File: config.mk
export PLATFORM = sky130hd
export DESIGN_NAME = motion_estimator_param_flat
export DESIGN_NICKNAME = d
export VERILOG_FILES = /design/src/rtl/motion_estimator_param_if.sv /design/src/rtl/motion_estimator_param.sv /design/src/flat_wrapper.sv
export SDC_FILE = /design/constraint.sdc
export NUM_CORES = 1
export LEC_CHECK = 0
export BUFFER_PORTS_ARGS = -buffer_cell sky130_fd_sc_hd__buf_2
export CAP_MARGIN = 20
export CELL_PAD_IN_SITES_DETAIL_PLACEMENT = 1
export CELL_PAD_IN_SITES_GLOBAL_PLACEMENT = 1
export CORE_ASPECT_RATIO = 1.25
export CORE_UTILIZATION = 25
export DETAILED_ROUTE_END_ITERATION = 8
export PLACE_DENSITY = 0.51
export SLEW_MARGIN = 30
export SYNTH_ARGS = -nofsm -noshare
export SYNTH_HDL_FRONTEND = slang
export SYNTH_SLANG_ARGS = --single-unit
File: constraint.sdc
create_clock -name clk -period 18.7 [get_ports clk]
set_input_delay 3.74 -clock clk [delete_from_list [all_inputs] [get_ports clk]]
set_output_delay 3.74 -clock clk [all_outputs]
set_load 0.05 [all_outputs]
File: src/rtl/motion_estimator_param_if.sv
// Bus bundle between the motion estimator and its requester/memories:
// start request, reference/window read ports and the search result.
interface motion_estimator_param_if #(
  parameter int PW  = 8,
  parameter int N   = 16,
  parameter int P   = 8,
  parameter int NPE = 16
);
  localparam int W    = N + 2 * P;
  localparam int SADW = PW + 2 * $clog2(N);
  localparam int MVW  = $clog2(2 * P) + 1;

  logic                     start;
  logic [$clog2(N*N)-1:0]   addr_r;
  logic [PW-1:0]            r_data;
  logic [$clog2(W*W)-1:0]   addr_s;
  logic [NPE*PW-1:0]        s_data;
  logic                     rd_en;
  logic                     busy;
  logic                     done;
  logic [MVW-1:0]           motion_x;
  logic [MVW-1:0]           motion_y;
  logic [SADW-1:0]          best_sad;

  modport master (
    output start, r_data, s_data,
    input  addr_r, addr_s, rd_en, busy, done, motion_x, motion_y, best_sad
  );

  modport slave (
    input  start, r_data, s_data,
    output addr_r, addr_s, rd_en, busy, done, motion_x, motion_y, best_sad
  );
endinterface

File: src/rtl/motion_estimator_param.sv
// Full-search block motion estimator. Candidates are processed in groups of
// NPE horizontally adjacent displacements sharing one dy; each group streams
// the reference block once, NPE PEs accumulate SADs, then the PEs are compared
// one per cycle against the running best (strict less-than, so ties keep the
// earliest candidate in scan order).
module motion_estimator_param #(
  parameter int PW  = 8,
  parameter int N   = 16,
  parameter int P   = 8,
  parameter int NPE = 16
) (
  input logic clk,
  input logic reset,
  motion_estimator_param_if.slave bus
);
  localparam int W    = N + 2 * P;
  localparam int SADW = PW + 2 * $clog2(N);
  localparam int MVW  = $clog2(2 * P) + 1;
  localparam int G    = (2 * P) * (2 * P) / NPE;
  localparam int GPR  = (2 * P) / NPE;
  localparam int AWR  = $clog2(N * N);
  localparam int AWS  = $clog2(W * W);
  localparam int IW   = $clog2(2 * P);
  localparam int GW   = (G > 1) ? $clog2(G) : 1;
  localparam int CW   = (NPE > 1) ? $clog2(NPE) : 1;

  typedef enum logic [2:0] {IDLE, FETCH, DRAIN, CMP, DONE} stateT;
  stateT state, stateNext;

  logic [AWR-1:0]  pixCnt;
  logic            drainCnt;
  logic [CW-1:0]   cmpIdx;
  logic [GW-1:0]   grp;
  logic [IW-1:0]   rowBase;
  logic [IW-1:0]   colBase;
  logic            lastPix, lastCmp, lastGroup, enterFetch;
  logic            v1, v2;
  logic [PW-1:0]   absDiff [NPE];
  logic [SADW-1:0] acc [NPE];
  logic [SADW-1:0] bestSadW, candSad, finalSad;
  logic [IW-1:0]   bestXW, bestYW, candX, finalX, finalY;
  logic            candBetter;

  // Window offsets of the current group: rowBase = P+dy, colBase = P+dx0.
  assign rowBase    = IW'(int'(grp) / GPR);
  assign colBase    = IW'((int'(grp) % GPR) * NPE);
  assign lastPix    = (pixCnt == AWR'(N * N - 1));
  assign lastCmp    = (cmpIdx == CW'(NPE - 1));
  assign lastGroup  = (grp == GW'(G - 1));
  assign enterFetch = (state != FETCH) && (stateNext == FETCH);

  // The PE under comparison and the best including this cycle's decision.
  assign candSad    = acc[cmpIdx];
  assign candX      = colBase + IW'(cmpIdx);
  assign candBetter = (state == CMP) && (candSad < bestSadW);
  assign finalSad   = candBetter ? candSad : bestSadW;
  assign finalX     = candBetter ? candX : bestXW;
  assign finalY     = candBetter ? rowBase : bestYW;

  // State register.
  always_ff @(posedge clk) begin
    if (reset) state <= IDLE;
    else       state <= stateNext;
  end

  // Next-state logic and the combinational memory/status outputs.
  always_comb begin
    stateNext   = state;
    bus.rd_en   = 1'b0;
    bus.busy    = 1'b0;
    bus.done    = 1'b0;
    bus.addr_r  = '0;
    bus.addr_s  = '0;
    case (state)
      IDLE:  if (bus.start) stateNext = FETCH;
      FETCH: begin
        bus.rd_en  = 1'b1;
        bus.busy   = 1'b1;
        bus.addr_r = pixCnt;
        bus.addr_s = AWS'((int'(rowBase) + int'(pixCnt) / N) * W
                          + int'(colBase) + int'(pixCnt) % N);
        if (lastPix) stateNext = DRAIN;
      end
      DRAIN: begin
        bus.busy = 1'b1;
        if (drainCnt) stateNext = CMP;
      end
      CMP: begin
        bus.busy = 1'b1;
        if (lastCmp) stateNext = lastGroup ? DONE : FETCH;
      end
      DONE: begin
        bus.done  = 1'b1;
        stateNext = IDLE;
      end
      default: stateNext = IDLE;
    endcase
  end

  // Pixel, drain, compare and group sequencing counters.
  always_ff @(posedge clk) begin
    if (reset) begin
      pixCnt   <= '0;
      drainCnt <= 1'b0;
      cmpIdx   <= '0;
      grp      <= '0;
    end else begin
      case (state)
        IDLE: begin
          pixCnt <= '0;
          grp    <= '0;
        end
        FETCH: begin
          pixCnt   <= pixCnt + AWR'(1);
          drainCnt <= 1'b0;
        end
        DRAIN: begin
          drainCnt <= 1'b1;
          cmpIdx   <= '0;
        end
        CMP: begin
          cmpIdx <= cmpIdx + CW'(1);
          pixCnt <= '0;
          if (lastCmp) grp <= grp + GW'(1);
        end
        default: ;
      endcase
    end
  end

  // PE array: register |ref - lane k|, then accumulate it two cycles after the read.
  always_ff @(posedge clk) begin
    if (reset) begin
      v1 <= 1'b0;
      v2 <= 1'b0;
      for (int k = 0; k < NPE; k++) begin
        absDiff[k] <= '0;
        acc[k]     <= '0;
      end
    end else begin
      v1 <= (state == FETCH);
      v2 <= v1;
      for (int k = 0; k < NPE; k++) begin
        if (bus.r_data >= bus.s_data[k*PW +: PW])
          absDiff[k] <= bus.r_data - bus.s_data[k*PW +: PW];
        else
          absDiff[k] <= bus.s_data[k*PW +: PW] - bus.r_data;
        if (enterFetch)
          acc[k] <= '0;
        else if (v2)
          acc[k] <= acc[k] + SADW'(absDiff[k]);
      end
    end
  end

  // Working best and the published result, which only changes on entry to DONE.
  always_ff @(posedge clk) begin
    if (reset) begin
      bestSadW     <= '0;
      bestXW       <= '0;
      bestYW       <= '0;
      bus.motion_x <= '0;
      bus.motion_y <= '0;
      bus.best_sad <= '0;
    end else begin
      if (state == IDLE && bus.start) begin
        bestSadW <= '1;
        bestXW   <= '0;
        bestYW   <= '0;
      end else if (candBetter) begin
        bestSadW <= candSad;
        bestXW   <= candX;
        bestYW   <= rowBase;
      end
      if (state == CMP && lastCmp && lastGroup) begin
        bus.motion_x <= MVW'(finalX) - MVW'(P);
        bus.motion_y <= MVW'(finalY) - MVW'(P);
        bus.best_sad <= finalSad;
      end
    end
  end
endmodule

File: src/flat_wrapper.sv
// flat-port wrapper written by rule: the top's interface ports become plain ports
module motion_estimator_param_flat 
#(
  parameter int PW  = 8,
  parameter int N   = 16,
  parameter int P   = 8,
  parameter int NPE = 16
)
  (clk, reset, bus_start, bus_r_data, bus_s_data, bus_addr_r, bus_addr_s, bus_rd_en, bus_busy, bus_done, bus_motion_x, bus_motion_y, bus_best_sad);
  motion_estimator_param_if #(.PW(PW), .N(N), .P(P), .NPE(NPE)) bus_i ();
  input logic clk;
  input logic reset;
  input wire logic [$bits(bus_i.start)-1:0] bus_start;
  input wire logic [$bits(bus_i.r_data)-1:0] bus_r_data;
  input wire logic [$bits(bus_i.s_data)-1:0] bus_s_data;
  output wire logic [$bits(bus_i.addr_r)-1:0] bus_addr_r;
  output wire logic [$bits(bus_i.addr_s)-1:0] bus_addr_s;
  output wire logic [$bits(bus_i.rd_en)-1:0] bus_rd_en;
  output wire logic [$bits(bus_i.busy)-1:0] bus_busy;
  output wire logic [$bits(bus_i.done)-1:0] bus_done;
  output wire logic [$bits(bus_i.motion_x)-1:0] bus_motion_x;
  output wire logic [$bits(bus_i.motion_y)-1:0] bus_motion_y;
  output wire logic [$bits(bus_i.best_sad)-1:0] bus_best_sad;
  assign bus_i.start = bus_start;
  assign bus_i.r_data = bus_r_data;
  assign bus_i.s_data = bus_s_data;
  assign bus_addr_r = bus_i.addr_r;
  assign bus_addr_s = bus_i.addr_s;
  assign bus_rd_en = bus_i.rd_en;
  assign bus_busy = bus_i.busy;
  assign bus_done = bus_i.done;
  assign bus_motion_x = bus_i.motion_x;
  assign bus_motion_y = bus_i.motion_y;
  assign bus_best_sad = bus_i.best_sad;
  motion_estimator_param #(.PW(PW), .N(N), .P(P), .NPE(NPE)) u_core (.clk(clk), .reset(reset), .bus(bus_i));
endmodule
==> After elaboration in Yosys (flattened, before gate mapping) <==
Memories as Yosys holds them, arrays and structs flattened. A register that Yosys moved wholly into a read port is not among the register bits.
Cells that the tools add are included.
{ "word_totals": {"memories": 2, "elab_cells": 366, "mem_bits_rw": 384, "reg_bits": 72} }
{ "op_classes": {"order_cmp": 17, "mux": 191, "eq_ne": 10, "add_sub_neg": 55, "bitwise": 64, "n_reduce_logical": 14} }
{ "mem_list": {"columns": ["name", "words", "word_bits", "rd", "rd_clocked_by_memory_dff", "write_ports", "line_no", "rtl"], "rows": [
  ["u_core.acc", 16, 16, 17, 1, 16, "motion_estimator_param.sv:39", "logic [SADW-1:0] acc [NPE];"],
  ["u_core.absDiff", 16, 8, 16, 0, 16, "motion_estimator_param.sv:38", "logic [PW-1:0] absDiff [NPE];"]
]} }
{ "op_table": {"columns": ["op", "n"], "rows": [
  ["2-to-1 mux 16 bit", 34],
  ["2-to-1 mux 8 bit", 33],
  ["adder 16 x 8 -> 16 bit", 16],
  ["subtractor 8 bit", 32],
  ["greater-or-equal comparator 8 bit", 16],
  ["2-to-1 mux 1 bit", 108],
  ["bitwise OR 1 bit", 64],
  ["2-to-1 mux 4 bit", 5],
  ["less-than comparator 16 bit", 1],
  ["one-hot mux 4 bit (2 select lines)", 2],
  ["one-hot mux 8 bit (2 select lines)", 1],
  ["2-to-1 mux 3 bit", 5],
  ["one-hot mux 3 bit (4 select lines)", 1],
  ["adder 10 x 5 -> 10 bit", 1],
  ["2-to-1 mux 10 bit", 1],
  ["subtractor 4 x 4 -> 5 bit (second input constant)", 2],
  ["adder 4 x 1 -> 4 bit (second input constant)", 2],
  ["adder 8 x 1 -> 8 bit (second input constant)", 1],
  ["== test 4 bit (second input constant)", 2],
  ["== test 8 bit (second input constant)", 1],
  ["nonzero test 2 bit", 4],
  ["== test 3 x 1 -> 1 bit (second input constant)", 2],
  ["== test 3 x 2 -> 1 bit (second input constant)", 2],
  ["adder 4 x 4 -> 5 bit", 1],
  ["other kinds (9)", 14]
]} }

==> Longest topological paths before layout <==
Gate-level depths: netlist of run 1.
{ "logic_depth": {"depth_word": 11, "depth_mapped": 15, "mapped_depth_nobuf": 12} }

==> Worst setup path before layout of run 1 <==
No wires, ideal clock.
{ "synth_timing": {"path_type": "in2reg", "startpoint": "input reset", "endpoint": "memory u_core.acc[0][0] (netlist name) (enable)", "path_buffers": 5, "cell_stages": 6, "slack_ps": 7755, "t_arrival_ps": 10330, "setup_ps": 615, "path_cell_list": "clkbuf_1 > clkbuf_1 > clkbuf_1 > clkbuf_1 > clkbuf_1 > or3_1"} }
{ "synth_lines": {"columns": ["element", "line_no", "rtl"], "rows": [
  ["start, declared", "flat_wrapper.sv:12", "input logic reset;"],
  ["end, declared", "motion_estimator_param.sv:39", null]
]} }

==> flow_metrics.tcl, run 1 <==
set metrics [dict create \
    synthesis.area_sq_um 35700 \
    pin_count 186 \
    synth_area_leaders "edfxtp_1, ha_1, mux4_2, nor2_1, dfxtp_1" \
    antenna_cells 0 \
    yosysWarnings 0 \
    path_class "input port to register" \
    post-route-min-period_ns 7.44 \
    clk_pin_slew_ns 0.07 \
    startpoint_type "input port" \
    rsz0062_at_grt "false" \
    outcome "finished clean" \
    drtPass1Iterations 5 \
    via_per_inst 4.69 \
    synth_top_area_cell "edfxtp_1" \
    max_freq_ghz 0.134 \
    clock_path_buffers 3 \
    slew_violations 0 \
    grt_util_met1_pct 20.2 \
    grt_pass1_wl_um 174000 \
    ys.flop_type "edfxtp_1" \
    dieArea_sq_um 144000 \
    cp-end-kind "register" \
    critPathMaxFanout 17 \
    layout_common_cells "nor2_1, ha_1, edfxtp_1" \
    max_slew_margin_pct 35.4 \
    drive_gt1_share_pct 12.5 \
    die_w_um 340 \
    fin_hold_ws_ns 0.453 \
    grt_start_max_net_pins 136 \
    yosysTopAreaCellShare_pct 32.3 \
    fin_area_sq_um 41000 \
    cts.sinks 458 \
    cpMostUsedCell "buf_4" \
    row_count 154 \
    ys_seq_area_share_pct 36.5 \
    final_common_cell "nor2_1" \
    fin_skew_ns 0.0279 \
    post-route-util_pct 29.0 \
    tns_ns 0 \
    yosys_register_bits 458 \
    holdCritPathClass "register to register" \
    cts_root_buf "clkbuf_16" \
    p_leak_nw 17.1 \
    antenna_found_initial 1 \
    core_sq_um 141000 \
    n_fill_cell 16300 \
    hpwl_um 88000 \
    grt.busiest_layer "met2" \
    grt.total_usage_pct 15.7 \
    crit_family "compound AO/OA/AOI/OAI gates" \
    critical_path_buf_inv_count 5 \
    synth_edf_count 384 \
    vias 27100 \
    path_cells "buf_2 > buf_4 > inv_1 > buf_4 > ha_1 > fa_1 > nand3b_1 > nand3_1 > a221oi_1 > o21ai_1 > buf_4 > mux2_2 > o21ai_0 > o21a_1 > mux2_2" \
    grt_remaining_overflow 0 \
    peakVddDrop_uv 72.9 \
    portBuffers 184 \
    tightest_slew_ns 0.967 \
    postSynthCellCount 3594 \
    areaGrowthSynthToFinish_pct 14.8 \
    numCtsBuffers 53 \
    multiInputGateArea_sq_um 21600 \
    powerDensity_nw_per_um2 75.5 \
    wl_per_cell_um 19.7 \
    cts_hold_buf 0 \
    postSynthAreaPerCell_sq_um 9.93 \
    gp_congestion 0.808 \
    required_ns 19.08 \
    critPathMaxStageDelay_ns 0.58 \
    maxCapViolations 0 \
    die_height_um 424 \
    clock_latency_ns 0.64 \
    cts_resized 0 \
    async_reset_ff_share_pct 0 \
    cts_tree "built" \
    drt_wl_total_um 114000 \
    timing.final.hold_violations 0 \
    grt_pass1_vias 28000 \
    fin_crit_sh_pct 39.8 \
    ant_nets 0 \
    worst_path_max_delay_cell "o21ai_1" \
    use_met3_pct 1.38 \
    dpl-instance-area_sq_um 39300 \
    drc 0 \
    htree_levels 2 \
    finalNetCount 4450 \
    grt_use_met2_pct 28.2 \
    setup_viol_count_final 0 \
    synth_cell_types 66 \
    start_util_pct 25.3 \
    register_area_sq_um 13000 \
    post-cts-setup-buffer-count 0 \
    drt-initial-drc-count 1218 \
    cp.arrival_ns 7.82 \
]
==> cell usage after synthesis (all sizes together), types with 7 or more instances <==
library cell,number
a211o,7
a211oi,45
a21o,101
a21oi,246
a221oi,13
a31oi,27
and2,47
and3,42
buf,39
clkbuf,86
dfxtp,74
edfxtp,384
fa,49
ha,390
inv,288
mux2,69
mux2i,95
mux4,80
nand2,178
nand2b,24
nand3,61
nand3b,11
nand4,40
nor2,430
nor2b,77
nor3,71
nor3b,16
o211ai,15
o21a,20
o21ai,159
o21bai,23
o311ai,8
o31ai,10
or2,15
or3,61
xnor2,149
xor2,80
==> cells by family (layout without fill, tap and decap cells) <==
kind of cell,Yosys count,after routing,share of synthesized area (%)
adders and majority gates,439,439,16.4
DFF,458,458,36.5
muxes,244,244,9.89
other,2,129,0.0210
xor gates and xnor gates,229,229,5.62
and+or+nand+nor,1086,1086,14.5
buffers and inverters,413,605,4.50
AOI/OAI and AO/OA,723,723,12.6
==> path summary, 6_finish.rpt <==
| path | from | endpoint | slack, ns | cells after the start |
|---|---|---|---|---|
| worst max register to register | register | u_core.bus.motion_y[1] | 13.51 | 12 |
| worst max-delay path | bus_r_data[0] | u_core.absDiff[0][15] | 11.26 | 15 |
| worst min-delay path | u_core.v1 | u_core.v2 | 0.45 | 1 |
| worst min register to register | u_core.v1 | u_core.v2 | 0.45 | 1 |
==> sequential cells by signal, indices dropped and copies added (netlist names), named ones only <==
signal	cells
u_core.acc	256
u_core.bus.motion_y	4
u_core.grp	4
u_core.cmpIdx	4
u_core.bus.motion_x	4
u_core.bus.best_sad	16
u_core.absDiff	128
u_core.bestYW	3
u_core.v2	1
u_core.drainCnt	1
u_core.bestSadW	16
u_core.bestXW	3
u_core.v1	1
u_core.state	3
u_core.pixCnt	8
==> final cells by class <==
class	count	share of cell area (%)
multi-input cells	2850	52.8
flip-flops and latches	458	31.8
well taps	1872	5.72
clock buffers	72	3.74
repair buffers	221	3.03
inverters	288	2.64
clock inverters	24	0.333
==> through the flow <==
| stage | instances | setup slack (ns) | total power [mW] |
|---|---|---|---|
| floorplan | 3721 | 7.76 | 1.82 |
| global placement | 5687 | 10.32 | 2.07 |
| detailed placement | 5688 | 10.60 | 2.08 |
| CTS | 5784 | 11.29 | 3.15 |
| global route | 5785 | 10.99 | 3.27 |
| finish | 5785 | 11.26 | 3.09 |
==> layer usage <==
metal / wire length, um / part of all wire, %
met5: 0 / 0
met4: 1970 / 1.7
met3: 2350 / 2.1
met2: 57300 / 50
met1: 52600 / 46
==> where the power goes <==
part | switching (mW) | internal, mW
sequential | 0.0810 | 1.20
clock | 0.468 | 0.572
combinational | 0.447 | 0.321
total | 0.996 | 2.10
Power figures use the tool's default switching activity.
==> run 2: changes to the inputs <==
--- a/config.mk
+++ b/config.mk
@@ -12,7 +12,7 @@
 export CORE_ASPECT_RATIO = 1.25
 export CORE_UTILIZATION = 25
 export DETAILED_ROUTE_END_ITERATION = 8
-export PLACE_DENSITY = 0.51
+export PLACE_DENSITY = 0.52
 export SLEW_MARGIN = 30
 export SYNTH_ARGS = -nofsm -noshare
 export SYNTH_HDL_FRONTEND = slang
==> constraint.sdc (replaced) <==
create_clock -name clk -period 6.7 [get_ports clk]
set_input_delay 1.34 -clock clk [delete_from_list [all_inputs] [get_ports clk]]
set_output_delay 1.34 -clock clk [all_outputs]
set_load 0.05 [all_outputs]
==> run 2 against run 1 <==
Net effect: sequential share of layout area shrank 0.11 points; clock skew grew 0.0026 ns; combinational power grew to 2.8 times the previous value.
==> flow_metrics.tcl, run 2 (same netlist as run 1, synthesis figures left out) <==
set metrics [dict create \
    outcome "finished clean" \
    maxCapViolations 0 \
    clock_latency_ns 0.64 \
    critPathMaxStageDelay_ns 0.75 \
    min_path_cells 1 \
    largest_register "u_core.acc" \
    grt_pass1_vias 28200 \
    drive_gt1_share_pct 12.6 \
    post-route-min-period_ns 4.68 \
    peakVddDrop_uv 185 \
    critical_path_buf_inv_count 2 \
    crit_family "compound AO/OA/AOI/OAI gates" \
    via_per_inst 4.72 \
    drtPass1Iterations 5 \
    die_w_um 340 \
    dieArea_sq_um 144000 \
    row_count 154 \
    powerDensity_nw_per_um2 210 \
    rsz0062_at_grt "false" \
    tightest_slew_ns 0.934 \
    reg_top3 "u_core.acc (256), u_core.absDiff (128)" \
    critPathMaxFanout 13 \
    die_height_um 424 \
    grt_start_max_net_pins 111 \
    clock_path_buffers 3 \
    path_depth 11 \
    drt-initial-drc-count 1207 \
    hpwl_um 90400 \
    cp.arrival_ns 5.04 \
    max_slew_margin_pct 37.1 \
    wl_per_cell_um 19.9 \
    holdCritPathClass "register to register" \
    power.total_mw 8.65 \
    tns_ns 0 \
    portBuffers 184 \
    cp-end-kind "register" \
    antenna_cells 0 \
    required_ns 7.06 \
    p_leak_nw 17.2 \
    grt.total_usage_pct 15.8 \
    areaGrowthSynthToFinish_pct 15.2 \
    cts_tree "built" \
    r2r_cells 12 \
    vias 27400 \
    layout_common_cells "nor2_1, ha_1, edfxtp_1" \
    largest_reg_flops 256 \
    path_class "input port to register" \
    startpoint_type "input port" \
    cts_resized 0 \
    antenna_found_initial 2 \
    cpMostUsedCell "o21ai_0" \
    slew_violations 0 \
    final_common_cell "nor2_1" \
    worst_path_max_delay_cell "o21ai_0" \
    ant_nets 0 \
    setup_viol_count_final 0 \
    fin_skew_ns 0.0304 \
    post-cts-setup-buffer-count 0 \
    cts.sinks 458 \
    numCtsBuffers 53 \
    path_cells "buf_2 > inv_1 > ha_1 > fa_1 > o21ai_0 > a21oi_1 > o21ai_0 > mux2_2 > o21ai_0 > o21a_1 > mux2_2" \
    htree_levels 2 \
    gp_congestion 0.852 \
    max_freq_ghz 0.214 \
    cts_hold_buf 0 \
    start_util_pct 25.3 \
    grt_remaining_overflow 0 \
    pin_count 186 \
    grt_pass1_wl_um 176000 \
    clk_pin_slew_ns 0.06 \
    drc 0 \
    core_sq_um 141000 \
    drt_wl_total_um 116000 \
    fin_crit_sh_pct 69.8 \
    timing.final.hold_violations 0 \
    cts_root_buf "clkbuf_16" \
    finalNetCount 4463 \
]
run 2: cell types whose count changed in the layout (fill, tap and decap cells not counted), moves of 3 or more:
cell / delta
buf_12: +3
buf_4: +9
bufinv_16: +4
clkbuf_1: -7
clkbuf_16: -3
clkbuf_8: -7
clkinv_1: +15
run 2: worst register-to-register path, stage by stage (launching register included):
cell and delay [ns]:
dfxtp_4 0.78, buf_4 0.37, mux4_2 0.57, mux4_2 0.55
ha_1 0.33, a21o_1 0.18, a21o_1 0.17, a21oi_1 0.15
o211ai_1 0.13, a21oi_4 0.36, buf_16 0.22, mux2i_1 0.30
a211oi_1 0.11
run 2: layer usage:
metal	routed length, um	global-route usage, %	up-vias
met2	57800	28.3	265
met1	52600	20.3	13600
met3	2200	1.32	113
met4	2910	4.20	0
li1	-	-	13400
met5	0	0	-
run 2: power by group:
| group | total, mW | internal (mW) | leakage (nW) | switching [mW] |
|---|---|---|---|---|
| combinational | 2.16 | 0.900 | 11.7 | 1.26 |
| sequential | 3.58 | 3.36 | 4.68 | 0.224 |
| clock | 2.90 | 1.60 | 0.827 | 1.30 |
run 2: path summary, 6_finish.rpt:
kind	start	end	slack (ns)
min	u_core.v1	u_core.v2	0.43
max	bus_r_data[0]	u_core.absDiff[5][7]	2.02
min reg2reg	u_core.v1	u_core.v2	0.43
max reg2reg	register	u_core.bus.motion_y[1]	2.34
run 2: cell type report:
class / instances / area (sq um)
Sequential cell: 458 / 13000
Clock inverter: 44 / 332
Tap cell: 1872 / 2340
Fill cell: 16200 / 100000
Inverter: 288 / 1080
Clock buffer: 55 / 1330
Timing Repair Buffer: 234 / 1400
Multi-Input combinational cell: 2850 / 21600
run 2: per-stage QoR:
stage | setup slack [ns] | instances | instance area (sq um) | utilization, % | hold slack, ns
2_1_floorplan | 0.600 | 3721 | 36200 | - | 0.414
3_3_place_gp | 1.31 | 5699 | 39400 | 27.9 | 0.429
3_5_place_dp | 1.33 | 5701 | 39400 | 27.9 | 0.435
4_1_cts | 1.86 | 5800 | 41100 | 29.1 | 0.444
5_1_grt | 1.77 | 5801 | 41100 | 29.1 | 0.460
6_report | 2.02 | 5801 | 41100 | 29.1 | 0.434
==> run 3: changes to the inputs <==
--- a/config.mk
+++ b/config.mk
@@ -5,6 +5,7 @@
 export SDC_FILE = /design/constraint.sdc
 export NUM_CORES = 1
 export LEC_CHECK = 0
+export ABC_AREA = 1
 export BUFFER_PORTS_ARGS = -buffer_cell sky130_fd_sc_hd__buf_2
 export CAP_MARGIN = 20
 export CELL_PAD_IN_SITES_DETAIL_PLACEMENT = 1
==> constraint.sdc (replaced) <==
create_clock -name clk -period 4.35 [get_ports clk]
set_input_delay 0.87 -clock clk [delete_from_list [all_inputs] [get_ports clk]]
set_output_delay 0.87 -clock clk [all_outputs]
set_load 0.05 [all_outputs]
==> run 3 against run 2 <==
Net effect: core utilization about the same; total power rose by 51%; clock-buffer cell count rose by 22; critical path depth increased by 5; combinational power increased by 31%; critical path type is now register to register; critical endpoint is now u_core.bus.motion_x[0]; highest routed layer unchanged.
==> flow_metrics.tcl, run 3 <==
set metrics [dict create \
    cp-end-kind "register" \
    slew_violations 0 \
    clk_pin_slew_ns 0.07 \
    synth_cell_types 56 \
    synthesis.area_sq_um 34900 \
    die_w_um 336 \
    grt_remaining_overflow 0 \
    maxCapViolations 0 \
    pin_count 186 \
    hpwl_um 96800 \
    fin_skew_ns 0.0306 \
    timing.final.hold_violations 0 \
    n_fill_cell 16900 \
    synth_area_leaders "edfxtp_1, ha_1, a21oi_1, nand2_1, o21ai_0" \
    reg_top3 "u_core.acc (256), u_core.absDiff (128)" \
    max_freq_ghz 0.257 \
    fin_crit_sh_pct 89.3 \
    postSynthAreaPerCell_sq_um 8.05 \
    powerDensity_nw_per_um2 323 \
    cts.sinks 458 \
    grt_start_max_net_pins 111 \
    via_per_inst 4.70 \
    grt.total_usage_pct 17.7 \
    postSynthCellCount 4340 \
    start_util_pct 25.1 \
    vias 30700 \
    max_slew_margin_pct 41.8 \
    path_class "register to register" \
    grt_pass1_vias 31600 \
    multiInputGateArea_sq_um 19700 \
    core_sq_um 139000 \
    tns_ns 0 \
    cts_tree "built" \
    critPathMaxFanout 61 \
    yosysWarnings 0 \
    required_ns 4.88 \
    rsz0062_at_grt "false" \
    critPathMaxStageDelay_ns 0.55 \
    largest_register "u_core.acc" \
    layout_common_cells "nand2_1, a21oi_1, inv_1" \
    register_area_sq_um 13000 \
    drtPass1Iterations 6 \
    yosysTopAreaCellShare_pct 33.0 \
    synth_edf_count 384 \
    post-cts-setup-buffer-count 0 \
    fin_area_sq_um 40500 \
    drt_wl_total_um 126000 \
    worst_path_max_delay_cell "buf_4" \
    largest_reg_flops 256 \
    ys.flop_type "edfxtp_1" \
    cts_resized 0 \
    post-route-min-period_ns 3.88 \
    grt_pass1_wl_um 191000 \
    p_leak_nw 18.0 \
    die_height_um 420 \
    antenna_cells 0 \
    drive_gt1_share_pct 7.89 \
    gp_congestion 0.818 \
    synthTopCellsByCount "nand2_1, a21oi_1, inv_1" \
    holdCritPathClass "register to register" \
    power.total_mw 13.1 \
    finalWorstSetupSlack_ns 0.466 \
    synth_top_area_cell "edfxtp_1" \
    outcome "finished clean" \
    startpoint_type "register" \
    path_cells "buf_4 > o21ai_0 > o22ai_1 > o211ai_1 > nand2_1 > ha_1 > a21oi_1 > nor2_1 > a211oi_1 > nand2_1 > nand2_2 > nand2_4 > nand2_1 > nand3_1 > nand2_1 > inv_1" \
    areaGrowthSynthToFinish_pct 15.9 \
    finalNetCount 5214 \
    dieArea_sq_um 141000 \
    async_reset_ff_share_pct 0 \
    cts_hold_buf 0 \
    final_common_cell "nand2_1" \
    yosys_register_bits 458 \
    cts_root_buf "clkbuf_16" \
    preCtsSetupSlack_ns 0.460 \
    cpMostUsedCell "nand2_1" \
    synth_most_common_cell "nand2_1" \
    ys_seq_area_share_pct 37.2 \
    antenna_found_initial 0 \
    drt-initial-drc-count 1408 \
    ant_nets 0 \
    numCtsBuffers 54 \
    final_cell_count_no_fill 6537 \
    row_count 153 \
    cp.arrival_ns 4.42 \
    clock_latency_ns 0.63 \
    dpl-instance-area_sq_um 38700 \
    wl_per_cell_um 19.3 \
    htree_levels 2 \
    clock_path_buffers 3 \
    portBuffers 184 \
    tightest_slew_ns 0.874 \
    dp.cells 6440 \
    peakVddDrop_uv 280 \
    drc 0 \
    setup_viol_count_final 0 \
]
## run 3: area by class of cell
class	count	area share (%)
clock inverters	20	0.467
multi-input cells	3320	48.6
flip-flops and latches	458	32.2
clock buffers	77	3.96
inverters	558	5.19
repair buffers	244	3.86
well taps	1860	5.75
## run 3: path summary, 6_finish.rpt
kind | start | to | slack (ns) | cells after the start
worst max-delay path | register | u_core.bus.motion_x[0] | 0.47 | 16
worst min-delay path | u_core.v1 | u_core.v2 | 0.41 | 2
worst max register to register | register | u_core.bus.motion_x[0] | 0.47 | 16
worst min register to register | u_core.v1 | u_core.v2 | 0.41 | 2
## run 3: cells by family after synthesis
group / Yosys count / share of synthesized area, %
simple gates: 1439 / 17.0
compound gates: 1245 / 19.4
buf+inv: 689 / 7.84
flops: 458 / 37.2
fa+ha+maj: 439 / 16.8
xor+xnor: 65 / 1.63
mux: 3 / 0.0860
other cells: 2 / 0.0215
## run 3: per-stage QoR
stage	utilization, %	hold WS [ns]
6_report	29.1	0.412
5_1_grt	29.1	0.430
4_1_cts	29.1	0.413
3_5_place_dp	27.8	0.409
3_3_place_gp	27.8	0.420
2_1_floorplan	-	0.388
## run 3: metal layers
| layer | GRT usage [%] | vias to the layer above | routed length (um) |
|---|---|---|---|
| met5 | 0 | - | 0 |
| met4 | 6.05 | 0 | 4330 |
| met3 | 1.41 | 153 | 2630 |
| met2 | 30.7 | 344 | 60700 |
| met1 | 23.1 | 14800 | 58800 |
| li1 | - | 15400 | - |
## run 3: worst max-delay path, delay by kind of cell, from the launching register on
kind	cells	cell delay, ns
AOI/OAI and AO/OA	5	0.98
adders and majority gates	1	0.29
buffers and inverters	2	0.59
DFF	1	0.51
and+or+nand+nor	8	1.37
## run 3: report_power, final
group	switching, mW	total (mW)	internal [mW]
Sequential	0.343	5.50	5.15
Combinational	1.86	2.84	0.979
Clock	2.01	4.74	2.73
Total	4.22	13.1	8.86
